===== src/rtl/mp1000_cart_loader.sv =====
// MP1000 cartridge loader: writes HPS ioctl download bytes into cartridge ROM,
// records image size and mirror mask, and holds the CPU in reset around a load.
module mp1000_cart_loader #(
  parameter int         ROM_AW      = 13,
  parameter logic [7:0] CART_INDEX  = 8'd1,
  parameter int         HOLD_CYCLES = 16
) (
  input  logic              clk_sys,
  input  logic              reset_n,
  input  logic              ioctl_download,
  input  logic [7:0]        ioctl_index,
  input  logic              ioctl_wr,
  input  logic [24:0]       ioctl_addr,
  input  logic [7:0]        ioctl_dout,
  output logic              rom_we,
  output logic [ROM_AW-1:0] rom_addr,
  output logic [7:0]        rom_din,
  output logic [ROM_AW:0]   cart_size,
  output logic [ROM_AW-1:0] cart_mask,
  output logic              cart_loaded,
  output logic              overflow,
  output logic              cpu_reset_hold
);

  typedef enum logic [1:0] {
    S_IDLE,
    S_LOAD,
    S_FINISH,
    S_HOLD
  } state_t;

  state_t            state, state_nxt;
  logic              dl_prev;
  logic [7:0]        hold_cnt, hold_cnt_nxt;
  logic              rom_we_nxt;
  logic [ROM_AW-1:0] rom_addr_nxt;
  logic [7:0]        rom_din_nxt;
  logic [ROM_AW:0]   cart_size_nxt;
  logic [ROM_AW-1:0] cart_mask_nxt;
  logic              cart_loaded_nxt;
  logic              overflow_nxt;
  logic              cpu_reset_hold_nxt;

  logic              start;
  logic              in_range;
  logic [ROM_AW:0]   wr_size;
  logic [ROM_AW:0]   size_m1;

  // Every bit at or below the highest set bit becomes set.
  function automatic logic [ROM_AW-1:0] smear(input logic [ROM_AW-1:0] v);
    logic [ROM_AW-1:0] m;
    m = v;
    for (int i = ROM_AW - 2; i >= 0; i--) m[i] = m[i] | m[i+1];
    return m;
  endfunction

  assign start    = ioctl_download && !dl_prev && (ioctl_index == CART_INDEX);
  assign in_range = (ioctl_addr[24:ROM_AW] == '0);
  assign wr_size  = {1'b0, ioctl_addr[ROM_AW-1:0]} + (ROM_AW+1)'(1);
  assign size_m1  = cart_size - (ROM_AW+1)'(1);

  always_comb begin
    // NOTE: every signal gets a default before the case so no path leaves one
    // unassigned; a missing default here would infer a latch.
    state_nxt          = state;
    hold_cnt_nxt       = hold_cnt;
    rom_we_nxt         = 1'b0;
    rom_addr_nxt       = rom_addr;
    rom_din_nxt        = rom_din;
    cart_size_nxt      = cart_size;
    cart_mask_nxt      = cart_mask;
    cart_loaded_nxt    = cart_loaded;
    overflow_nxt       = overflow;
    cpu_reset_hold_nxt = cpu_reset_hold;

    case (state)
      S_IDLE: begin
        if (start) begin
          state_nxt          = S_LOAD;
          cart_size_nxt      = '0;
          overflow_nxt       = 1'b0;
          cart_loaded_nxt    = 1'b0;
          cpu_reset_hold_nxt = 1'b1;
        end
      end
      S_LOAD: begin
        // A strobe coinciding with the falling download edge is still taken.
        if (ioctl_wr) begin
          if (in_range) begin
            rom_we_nxt   = 1'b1;
            rom_addr_nxt = ioctl_addr[ROM_AW-1:0];
            rom_din_nxt  = ioctl_dout;
            if (wr_size > cart_size) cart_size_nxt = wr_size;
          end else begin
            overflow_nxt = 1'b1;
          end
        end
        if (!ioctl_download) state_nxt = S_FINISH;
      end
      S_FINISH: begin
        cart_mask_nxt = (cart_size == '0) ? '1 : smear(size_m1[ROM_AW-1:0]);
        hold_cnt_nxt  = 8'(HOLD_CYCLES - 1);
        state_nxt     = S_HOLD;
      end
      S_HOLD: begin
        // Counter starts at HOLD_CYCLES-1 so the hold spans exactly HOLD_CYCLES edges.
        if (hold_cnt == '0) begin
          state_nxt          = S_IDLE;
          cpu_reset_hold_nxt = 1'b0;
          cart_loaded_nxt    = (cart_size != '0);
        end else begin
          hold_cnt_nxt = hold_cnt - 8'd1;
        end
      end
      default: state_nxt = S_IDLE;
    endcase
  end

  always_ff @(posedge clk_sys) begin
    // NOTE: non-blocking assignments so every register samples pre-edge values.
    if (!reset_n) begin
      state          <= S_IDLE;
      // Seeded high so a download already active when reset lifts is not a start.
      dl_prev        <= 1'b1;
      hold_cnt       <= '0;
      rom_we         <= 1'b0;
      rom_addr       <= '0;
      rom_din        <= '0;
      cart_size      <= '0;
      cart_mask      <= '1;
      cart_loaded    <= 1'b0;
      overflow       <= 1'b0;
      cpu_reset_hold <= 1'b0;
    end else begin
      state          <= state_nxt;
      dl_prev        <= ioctl_download;
      hold_cnt       <= hold_cnt_nxt;
      rom_we         <= rom_we_nxt;
      rom_addr       <= rom_addr_nxt;
      rom_din        <= rom_din_nxt;
      cart_size      <= cart_size_nxt;
      cart_mask      <= cart_mask_nxt;
      cart_loaded    <= cart_loaded_nxt;
      overflow       <= overflow_nxt;
      cpu_reset_hold <= cpu_reset_hold_nxt;
    end
  end

endmodule


===== config.mk =====
export PLATFORM = sky130hd
export DESIGN_NAME = mp1000_cart_loader
export DESIGN_NICKNAME = d
export VERILOG_FILES = /design/src/rtl/mp1000_cart_loader.sv
export SDC_FILE = /design/constraint.sdc
export NUM_CORES = 1
export LEC_CHECK = 0
export BUFFER_PORTS_ARGS = -buffer_cell sky130_fd_sc_hd__clkbuf_2
export CAP_MARGIN = 20
export CORE_UTILIZATION = 25
export DETAILED_ROUTE_END_ITERATION = 10
export SLEW_MARGIN = 20
export SYNTH_ARGS = -nofsm -noshare
export SYNTH_HDL_FRONTEND = slang
export SYNTH_SLANG_ARGS = --single-unit

===== constraint.sdc =====
create_clock -name clk_sys -period 3.7 [get_ports clk_sys]
set_input_delay 0.185 -clock clk_sys [delete_from_list [all_inputs] [get_ports clk_sys]]
set_output_delay 0.185 -clock clk_sys [all_outputs]
set_load 0.1 [all_outputs]

==> flow_metrics.tcl, run 1 <==
set metrics [dict create \
    finalCritPeriodShare 0.719 \
    synth-seq-cells 63 \
    finalNetCount 570 \
    slew-limit-headroom 0.316 \
    tightest_slew_ns 1.02 \
    setup_violations 0 \
    timing.fmax_mhz 376 \
    final_hold_viol_count 0 \
    synth-compound-area-share 0.154 \
    hp-start "ioctl_download" \
    p_int_mw 1.28 \
    path_buf_inv 3 \
    arrival_ns 2.91 \
    total_power_mw 1.66 \
    crit_fanout 28 \
    grt_pass1_wl_um 15700 \
    synth_mux_area_frac 0.0611 \
    ys_seq_area_frac 0.366 \
    gp_congestion 0.813 \
    vdd_drop_max_uv 223 \
    r2r_end "cart_mask[3]" \
    p_sw_frac 0.226 \
    track_usage 0.140 \
    hold_path_depth 2 \
    cts.hold.buffers_added 0 \
    syn_inst 410 \
    grt_pass1_vias 3147 \
    min_path_type "primary input to flip-flop" \
    die_x_um 119 \
    critPathSlowestCell "or3_1" \
    cts_setup_buffers 0 \
    cap_violations 0 \
    hpwlAfterDp_um 7320 \
    critPathMaxStageDelay_ns 0.40 \
    hold_path_end "dl_prev" \
    antenna_found_initial 0 \
    async_reset_ff_frac 0 \
    worstSetupPathType "primary input to flip-flop" \
    clk_path_buf_depth 2 \
    drt_wl_total_um 9410 \
    die_y_um 119 \
    cp-end-kind "flip-flop" \
    r2r_start "cart_size[1]" \
    cts_tree "yes" \
    path_cells "clkbuf_2, and4_1, nand3_1, nor2_1, and4_1, xnor2_1, inv_1, ha_1, nand4_1, or3_1, o221ai_1, o211ai_1, buf_4, o31ai_1" \
    synth_xor_area_frac 0.0433 \
    power-per-cell-area_mw_per_mm2 377 \
    clock-root-buffer "clkbuf_16" \
    synth_nets 476 \
    start_util 0.258 \
    period_needed_ns 2.66 \
    drtPass1Iterations 5 \
    via_count 3253 \
    grt_max_degree 34 \
    pwr-share-clk 0.523 \
    fin_skew_ns 0.00725 \
    setup-tns-final_ns 0 \
    cts_max_level 3 \
    synthTopCellsByCount "63 x dfxtp_1, 52 x nor2_1, 34 x nand2_1, 25 x inv_1, 25 x nand3_1" \
    cts_buffers 9 \
    final_layout_size_suffix_gt1_frac 0.251 \
    pwr-share-comb 0.065 \
    antenna_left 0 \
    power_leakage_nw 1.77 \
    syn2layout_area_growth_pct 27.8 \
    wl_per_cell_um 13.7 \
    postCtsResizedCells 0 \
    crit_path_frequent_cell "and4_1" \
    cp_top_family "simple AND/OR/NAND/NOR gates" \
    r2r_cells 8 \
    synth-simple-area-share 0.246 \
    worst_skew_pair.late_latency_ns 0.33 \
    viasPerCell 4.75 \
    power_frac_seq 0.412 \
    synth_edf_count 0 \
    rsz0062_at_grt "false" \
    yosysMostFrequentCell "dfxtp_1" \
    synthAdderAreaFrac 0.0763 \
    synth-main-ff-cell "dfxtp_1" \
    crit_required_ns 3.95 \
    io_pins 97 \
    startpoint_type "primary input" \
    reg2reg_slack_ns 1.07 \
    core_area_sq_mm 0.0133 \
    ys_types 60 \
    yosys.area.top_type "dfxtp_1" \
    ys_warn_count 0 \
    synth_top_area_frac 0.366 \
    cts_sinks 63 \
    drtIter0Drc 158 \
    p_sw_uw 375 \
    synthesis.area_sq_mm 0.00344 \
    final_core_util 0.330 \
    port_buffers 96 \
    drv_slew 0 \
    drc_errors 0 \
    diodes 0 \
    synth_top_family_by_area "simple AND/OR/NAND/NOR gates" \
    outcome "finished clean" \
    grt.overflow.total 0 \
    synth.area.top_cells "dfxtp_1 37%, ha_1 7.6%, mux2i_1 6.1%, nor2_1 5.7%, nand2_1 3.7%" \
    clk_pin_slew_ns 0.05 \
    row_count 42 \
    avgSynthCellArea_sq_um 8.40 \
    die_area_sq_mm 0.0142 \
]
[how the worst max path moves through the flow]
| stage | start | endpoint | slack, ns | cells after the start |
|---|---|---|---|---|
| 5_1_grt | ioctl_addr[3] | cart_size[7] | 0.83 | 15 |
| 2_1_floorplan | cart_size[11] | cart_size[10] | 0.69 | 9 |
| 6_report | ioctl_addr[3] | cart_size[9] | 1.04 | 14 |
| 4_1_cts | cart_size[1] | cart_mask[3] | 1.05 | 8 |
| 3_5_place_dp | ioctl_addr[3] | cart_size[9] | 0.72 | 14 |
| 3_3_place_gp | ioctl_addr[3] | cart_size[11] | 0.91 | 14 |
[sequential cells by signal, indices dropped and copies added, names as in the netlist, 2 cells and up]
register	count
rom_addr	13
cart_size	14
rom_din	8
cart_mask	13
hold_cnt	8
state	2
[per-layer routing]
layer  GRT usage  up-vias  wire length (um)
met5           0        -                 0
met3      0.0508        7               602
met4      0.0289        0                68
met1       0.179     1486              4480
met2       0.225      105              4260
li1            -     1655                 -
[area by class of cell]
cell class / count / area, sq um
multi-input combinational: 304 / 2000
inverter: 27 / 101
clock inverter: 4 / 53.8
tap: 176 / 220
timing repair buffer: 99 / 503
sequential: 63 / 1260
clock buffer: 12 / 256
fill: 1408 / 8950
[metrics by stage]
step                worst slack (ns)  hold WS (ns)  instance area, sq um  instances
finish                          1.04        0.0748                  4400        685
global route                   0.828        0.0764                  4400        685
floorplan                      0.687         0.258                  3440        410
global placement               0.906         0.419                  4090        669
detailed placement             0.721         0.421                  4090        669
CTS                             1.05        0.0715                  4400        685
[cell usage in the layout, fill, tap and decap left out, drive strengths merged, types with 11 or more instances in the layout]
| master | n |
|---|---|
| xnor2 | 11 |
| nand3 | 25 |
| dfxtp | 63 |
| a21oi | 16 |
| clkbuf | 108 |
| ha | 21 |
| o21ai | 25 |
| nand2 | 34 |
| mux2i | 21 |
| inv | 25 |
| nor2 | 52 |
[logic make-up (layout without fill, tap and decap cells)]
group                    after synthesis  after routing
flip-flops                            63             63
XOR/XNOR                              17             17
AND/OR/NAND/NOR                      167            167
AO/OA/AOI/OAI                         78             78
buffers and inverters                 43            142
adder cells (fa/ha/maj)               21             21
multiplexers                          21             21
[power groups by stage]
stage	sequential [mW]	combinational, mW	clock, mW
floorplan	0.704	0.0513	0
global placement	0.696	0.105	0
detailed placement	0.697	0.108	0
CTS	0.682	0.108	0.890
global route	0.682	0.121	0.920
finish	0.682	0.108	0.867
(Power assumes the default switching activity.)
==> run 2: changes to the inputs <==
==> constraint.sdc (replaced) <==
create_clock -name clk_sys -period 2.5 [get_ports clk_sys]
set_input_delay 0.125 -clock clk_sys [delete_from_list [all_inputs] [get_ports clk_sys]]
set_output_delay 0.125 -clock clk_sys [all_outputs]
set_load 0.1 [all_outputs]
==> run 2 against run 1 <==
Against the previous run:
- core utilization is 2.7 points higher
- global-route usage grew 0.079 points
- sequential share of layout area decreased by 1.6 points
- critical path depth is the same
- combinational power rose by 76%
- register-to-register slack lost 0.84 ns
- first-iteration DRC count is 10% lower
- clock skew increased by 0.0024 ns
- largest cell class unchanged
==> flow_metrics.tcl, run 2 (synthesized netlist as in run 1, its figures left out) <==
set metrics [dict create \
    clock-root-buffer "clkbuf_16" \
    drc_errors 0 \
    final_common_cell "clkbuf_2" \
    final_cell_mix "95 x clkbuf_2, 50 x nor2_1, 49 x dfxtp_1, 34 x nand2_1, 29 x buf_4" \
    dpl-instance-area_sq_mm 0.00435 \
    cts_tree "yes" \
    drtIter0Drc 142 \
    port_buffers 96 \
    clk_pin_slew_ns 0.06 \
    drv_slew 0 \
    drt_wl_total_um 9770 \
    syn2layout_area_growth_pct 38.4 \
    r2r_start "cart_size[5]" \
    tightest_slew_ns 1.14 \
    min_path_type "primary input to flip-flop" \
    hpwlAfterDp_um 7400 \
    dp_slack_ns -0.188 \
    worstSetupPathType "primary input to flip-flop" \
    diodes 0 \
    finalNetCount 600 \
    finalCritPeriodShare 0.974 \
    power-per-cell-area_mw_per_mm2 489 \
    slew-limit-headroom 0.236 \
    final_core_util 0.357 \
    grt_pass1_wl_um 15900 \
    setup_violations 0 \
    drtPass1Iterations 4 \
    via_count 3362 \
    fin_ws_ns 0.0647 \
    viasPerCell 4.70 \
    cts_max_level 3 \
    largest_reg_flops 14 \
    start_util 0.258 \
    die_x_um 119 \
    antenna_found_initial 0 \
    largest_registers "cart_size (14), cart_mask (13), rom_addr (13)" \
    cp-end-kind "flip-flop" \
    grt_pass1_vias 3250 \
    io_pins 97 \
    stdcell_area_sq_mm 0.00476 \
    power_leakage_nw 1.94 \
    clk_path_buf_depth 2 \
    largest_register "cart_size" \
    fin_skew_ns 0.00962 \
    final_layout_size_suffix_gt1_frac 0.349 \
    gp_congestion 0.851 \
    outcome "finished clean" \
    crit_fanout 7 \
    reg2reg_slack_ns 0.23 \
    arrival_ns 2.68 \
    final_hold_viol_count 0 \
    setup-tns-final_ns 0 \
    worst_skew_pair.late_latency_ns 0.34 \
    crit_path_start "ioctl_addr[3]" \
    cts.hold.buffers_added 0 \
    wl_per_cell_um 13.7 \
    die_y_um 119 \
    track_usage 0.141 \
    row_count 42 \
    die_area_sq_mm 0.0142 \
    grt.overflow.total 0 \
    period_needed_ns 2.44 \
    core_area_sq_mm 0.0133 \
    antenna_left 0 \
    placed_cells 695 \
    cap_violations 0 \
    crit_required_ns 2.74 \
    grt_max_degree 29 \
    cts_buffers 9 \
    hp-start "ioctl_dout[3]" \
    final_cells 715 \
    vdd_drop_max_uv 304 \
    timing.fmax_mhz 411 \
    startpoint_type "primary input" \
    cts_sinks 63 \
]
## run 2: cell type report
| type | instances | area [sq um] |
|---|---|---|
| clock buffer | 9 | 225 |
| clock inverter | 7 | 46.3 |
| fill | 1393 | 8580 |
| inverter | 27 | 101 |
| multi-input combinational | 304 | 2100 |
| sequential | 63 | 1290 |
| tap | 176 | 220 |
| timing repair buffer | 129 | 781 |
## run 2: layer usage
| layer | vias to the layer above | GRT usage | share of wire |
|---|---|---|---|
| li1 | 1713 | - | - |
| met1 | 1535 | 0.179 | 0.47 |
| met4 | 0 | 0.0352 | 0.013 |
| met5 | - | 0 | 0 |
| met2 | 103 | 0.229 | 0.45 |
| met3 | 11 | 0.0460 | 0.065 |
## run 2: final timing paths
check                        to  cells past startpoint
setup / recovery   cart_size[9]                     14
setup reg to reg   cart_size[9]                     10
hold reg to reg   cart_mask[10]                      2
hold / removal       rom_din[3]                      3
## run 2: worst max-delay path, stage by stage
cell and delay [ns]:
clkbuf_2 0.10, and4_4 0.24, nand3_4 0.08, buf_4 0.14, nor4_2 0.21, buf_4 0.15, ha_1 0.23, a211oi_1 0.39
o221ai_2 0.17, o211ai_1 0.33, buf_4 0.20, clkbuf_16 0.14, nand3_2 0.07, o31ai_2 0.10
## run 2: through the flow
stage / hold slack, ns / power (mW)
6_report: 0.0253 / 2.33
5_1_grt: 0.0387 / 2.43
4_1_cts: 0.0101 / 2.36
3_5_place_dp: 0.371 / 1.20
3_3_place_gp: 0.357 / 1.20
2_1_floorplan: 0.198 / 1.11
## run 2: power breakdown
group	leakage [nW]	internal [mW]	switching (mW)	total, mW
logic	1.29	0.0823	0.107	0.190
registers	0.517	1.00	0.00163	1.00
clock network	0.136	0.669	0.466	1.14
## run 2: repair_timing
item | CTS | global route
setup buffers | 0 | 2
setup endpoints to repair | 0 | 14
resized for setup | 0 | 19
==> run 3: changes to the inputs <==
--- a/config.mk
+++ b/config.mk
@@ -7,7 +7,7 @@
 export LEC_CHECK = 0
 export BUFFER_PORTS_ARGS = -buffer_cell sky130_fd_sc_hd__clkbuf_2
 export CAP_MARGIN = 20
-export CORE_UTILIZATION = 25
+export CORE_UTILIZATION = 40
 export DETAILED_ROUTE_END_ITERATION = 10
 export SLEW_MARGIN = 20
 export SYNTH_ARGS = -nofsm -noshare
==> run 3 against run 2 <==
Against the previous run:
- global-route usage up 6.4 points
- wire length down 11%
- via count shrank 2.1%
- largest cell class unchanged
- register-to-register slack barely moved
- critical endpoint is now state[0]
- flip-flop and latch count stayed put
- core utilization up 18 points
- sequential power barely moved
- clock skew decreased by 0.0054 ns
- clock-buffer cell count grew 1
- clock power fell by 26%
- non-clock buffer count shrank 2
- highest routed layer unchanged
==> flow_metrics.tcl, run 3 (synthesized netlist as in run 1, its figures left out) <==
set metrics [dict create \
    crit_fanout 6 \
    gp_congestion 0.844 \
    cts_setup_buffers 0 \
    final_cell_mix "96 x clkbuf_2, 50 x nor2_1, 49 x dfxtp_1, 34 x nand2_1, 28 x buf_4" \
    die_y_um 94.8 \
    min_path_type "primary input to flip-flop" \
    finalCritPeriodShare 0.911 \
    final_core_util 0.540 \
    placed_cells 624 \
    timing.hold.ws_ns 0.0116 \
    worstSetupPathType "flip-flop to flip-flop" \
    worst_skew_pair.late_latency_ns 0.35 \
    io_pins 97 \
    fin_skew_ns 0.00423 \
    clock-root-buffer "clkbuf_8" \
    clk_pin_slew_ns 0.07 \
    viasPerCell 5.13 \
    period_needed_ns 2.28 \
    grt_pass1_wl_um 14100 \
    power_leakage_nw 1.87 \
    grt.overflow.total 0 \
    cp-end-kind "flip-flop" \
    largest_reg_flops 14 \
    port_buffers 96 \
    outcome "finished clean" \
    drt_wl_total_um 8690 \
    drc_errors 0 \
    crit_path_start "hold_cnt[0]" \
    startpoint_type "flip-flop" \
    setup_violations 0 \
    power-per-cell-area_mw_per_mm2 454 \
    slew-limit-headroom 0.289 \
    die_area_sq_mm 0.00898 \
    setup-tns-final_ns 0 \
    die_x_um 94.8 \
    cts_tree "yes" \
    final_hold_viol_count 0 \
    tightest_slew_ns 1.06 \
    grt_max_degree 29 \
    diodes 0 \
    final_cells 641 \
    final_common_cell "clkbuf_2" \
    dpl-instance-area_sq_mm 0.00426 \
    cts_buffers 9 \
    arrival_ns 2.51 \
    largest_register "cart_size" \
    syn2layout_area_growth_pct 29.6 \
    hp-start "ioctl_dout[1]" \
    fin_ws_ns 0.223 \
    wl_per_cell_um 13.6 \
    drtIter0Drc 97 \
    dp_slack_ns -0.145 \
    stdcell_area_sq_mm 0.00446 \
    row_count 33 \
    via_count 3291 \
    start_util 0.417 \
    total_power_mw 2.02 \
    antenna_found_initial 0 \
    hpwlAfterDp_um 6790 \
    grt_pass1_vias 3075 \
    timing.fmax_mhz 439 \
    cap_violations 0 \
    crit_required_ns 2.74 \
    finalNetCount 598 \
    clk_path_buf_depth 2 \
    final_layout_size_suffix_gt1_frac 0.323 \
    drv_slew 0 \
    vdd_drop_max_uv 379 \
    cts_max_level 3 \
    r2r_start "hold_cnt[0]" \
    core_area_sq_mm 0.00826 \
    rsz0062_at_grt "false" \
    largest_registers "cart_size (14), cart_mask (13), rom_addr (13)" \
    drtPass1Iterations 4 \
    track_usage 0.205 \
    antenna_left 0 \
    cts_sinks 63 \
]
==> run 3: changes by cell type in the layout (fill, tap and decap cells not counted), moves of 3 or more <==
| cell | change |
|---|---|
| o21ai_0 | +3 |
| clkbuf_8 | +9 |
| clkbuf_16 | -11 |
| o21ai_1 | -3 |
==> run 3: layout make-up <==
class	instances	area, sq um
clock inverters	5	50.0
repair buffers	127	731
inverters	27	101
multi-input cells	304	2030
flip-flops and latches	63	1290
well taps	105	131
clock buffers	10	128
fillers	818	3800
==> run 3: report_power, final <==
part	internal (mW)	switching [mW]	leakage, nW	total, mW
combinational	0.0798	0.0980	1.25	0.178
sequential	1.00	0.00191	0.517	1.00
clock	0.448	0.395	0.0957	0.843
total	1.53	0.495	1.87	2.02
==> run 3: timing repair <==
item / CTS / global route
gates resized for setup: 0 / 1
endpoints found under the hold margin: 2 / 0
setup endpoints to repair: 0 / 2
hold buffers: 2 / 0
==> run 3: path summary, 6_finish.rpt <==
| path | end | slack (ns) | cells past startpoint |
|---|---|---|---|
| min | rom_din[1] | 0.01 | 3 |
| max | state[0] | 0.22 | 7 |
| min reg2reg | cart_mask[10] | 0.45 | 2 |
| max reg2reg | state[0] | 0.22 | 7 |
==> run 3: critical path, stage by stage (launching register included) <==
cell and delay, ns:
dfxtp_1 0.36, inv_1 0.07, ha_1 0.16, or3b_2 0.48
o31a_1 0.38, a21oi_2 0.28, nand2_1 0.14, o311a_1 0.30
==> run 3: per-layer routing <==
layer  track usage  vias up  routed length (um)
met1         0.260     1471                4220
li1              -     1704                   -
met3        0.0507       15                 492
met4        0.0859        0                 146
met5             0        -                   0
met2         0.330      101                3830
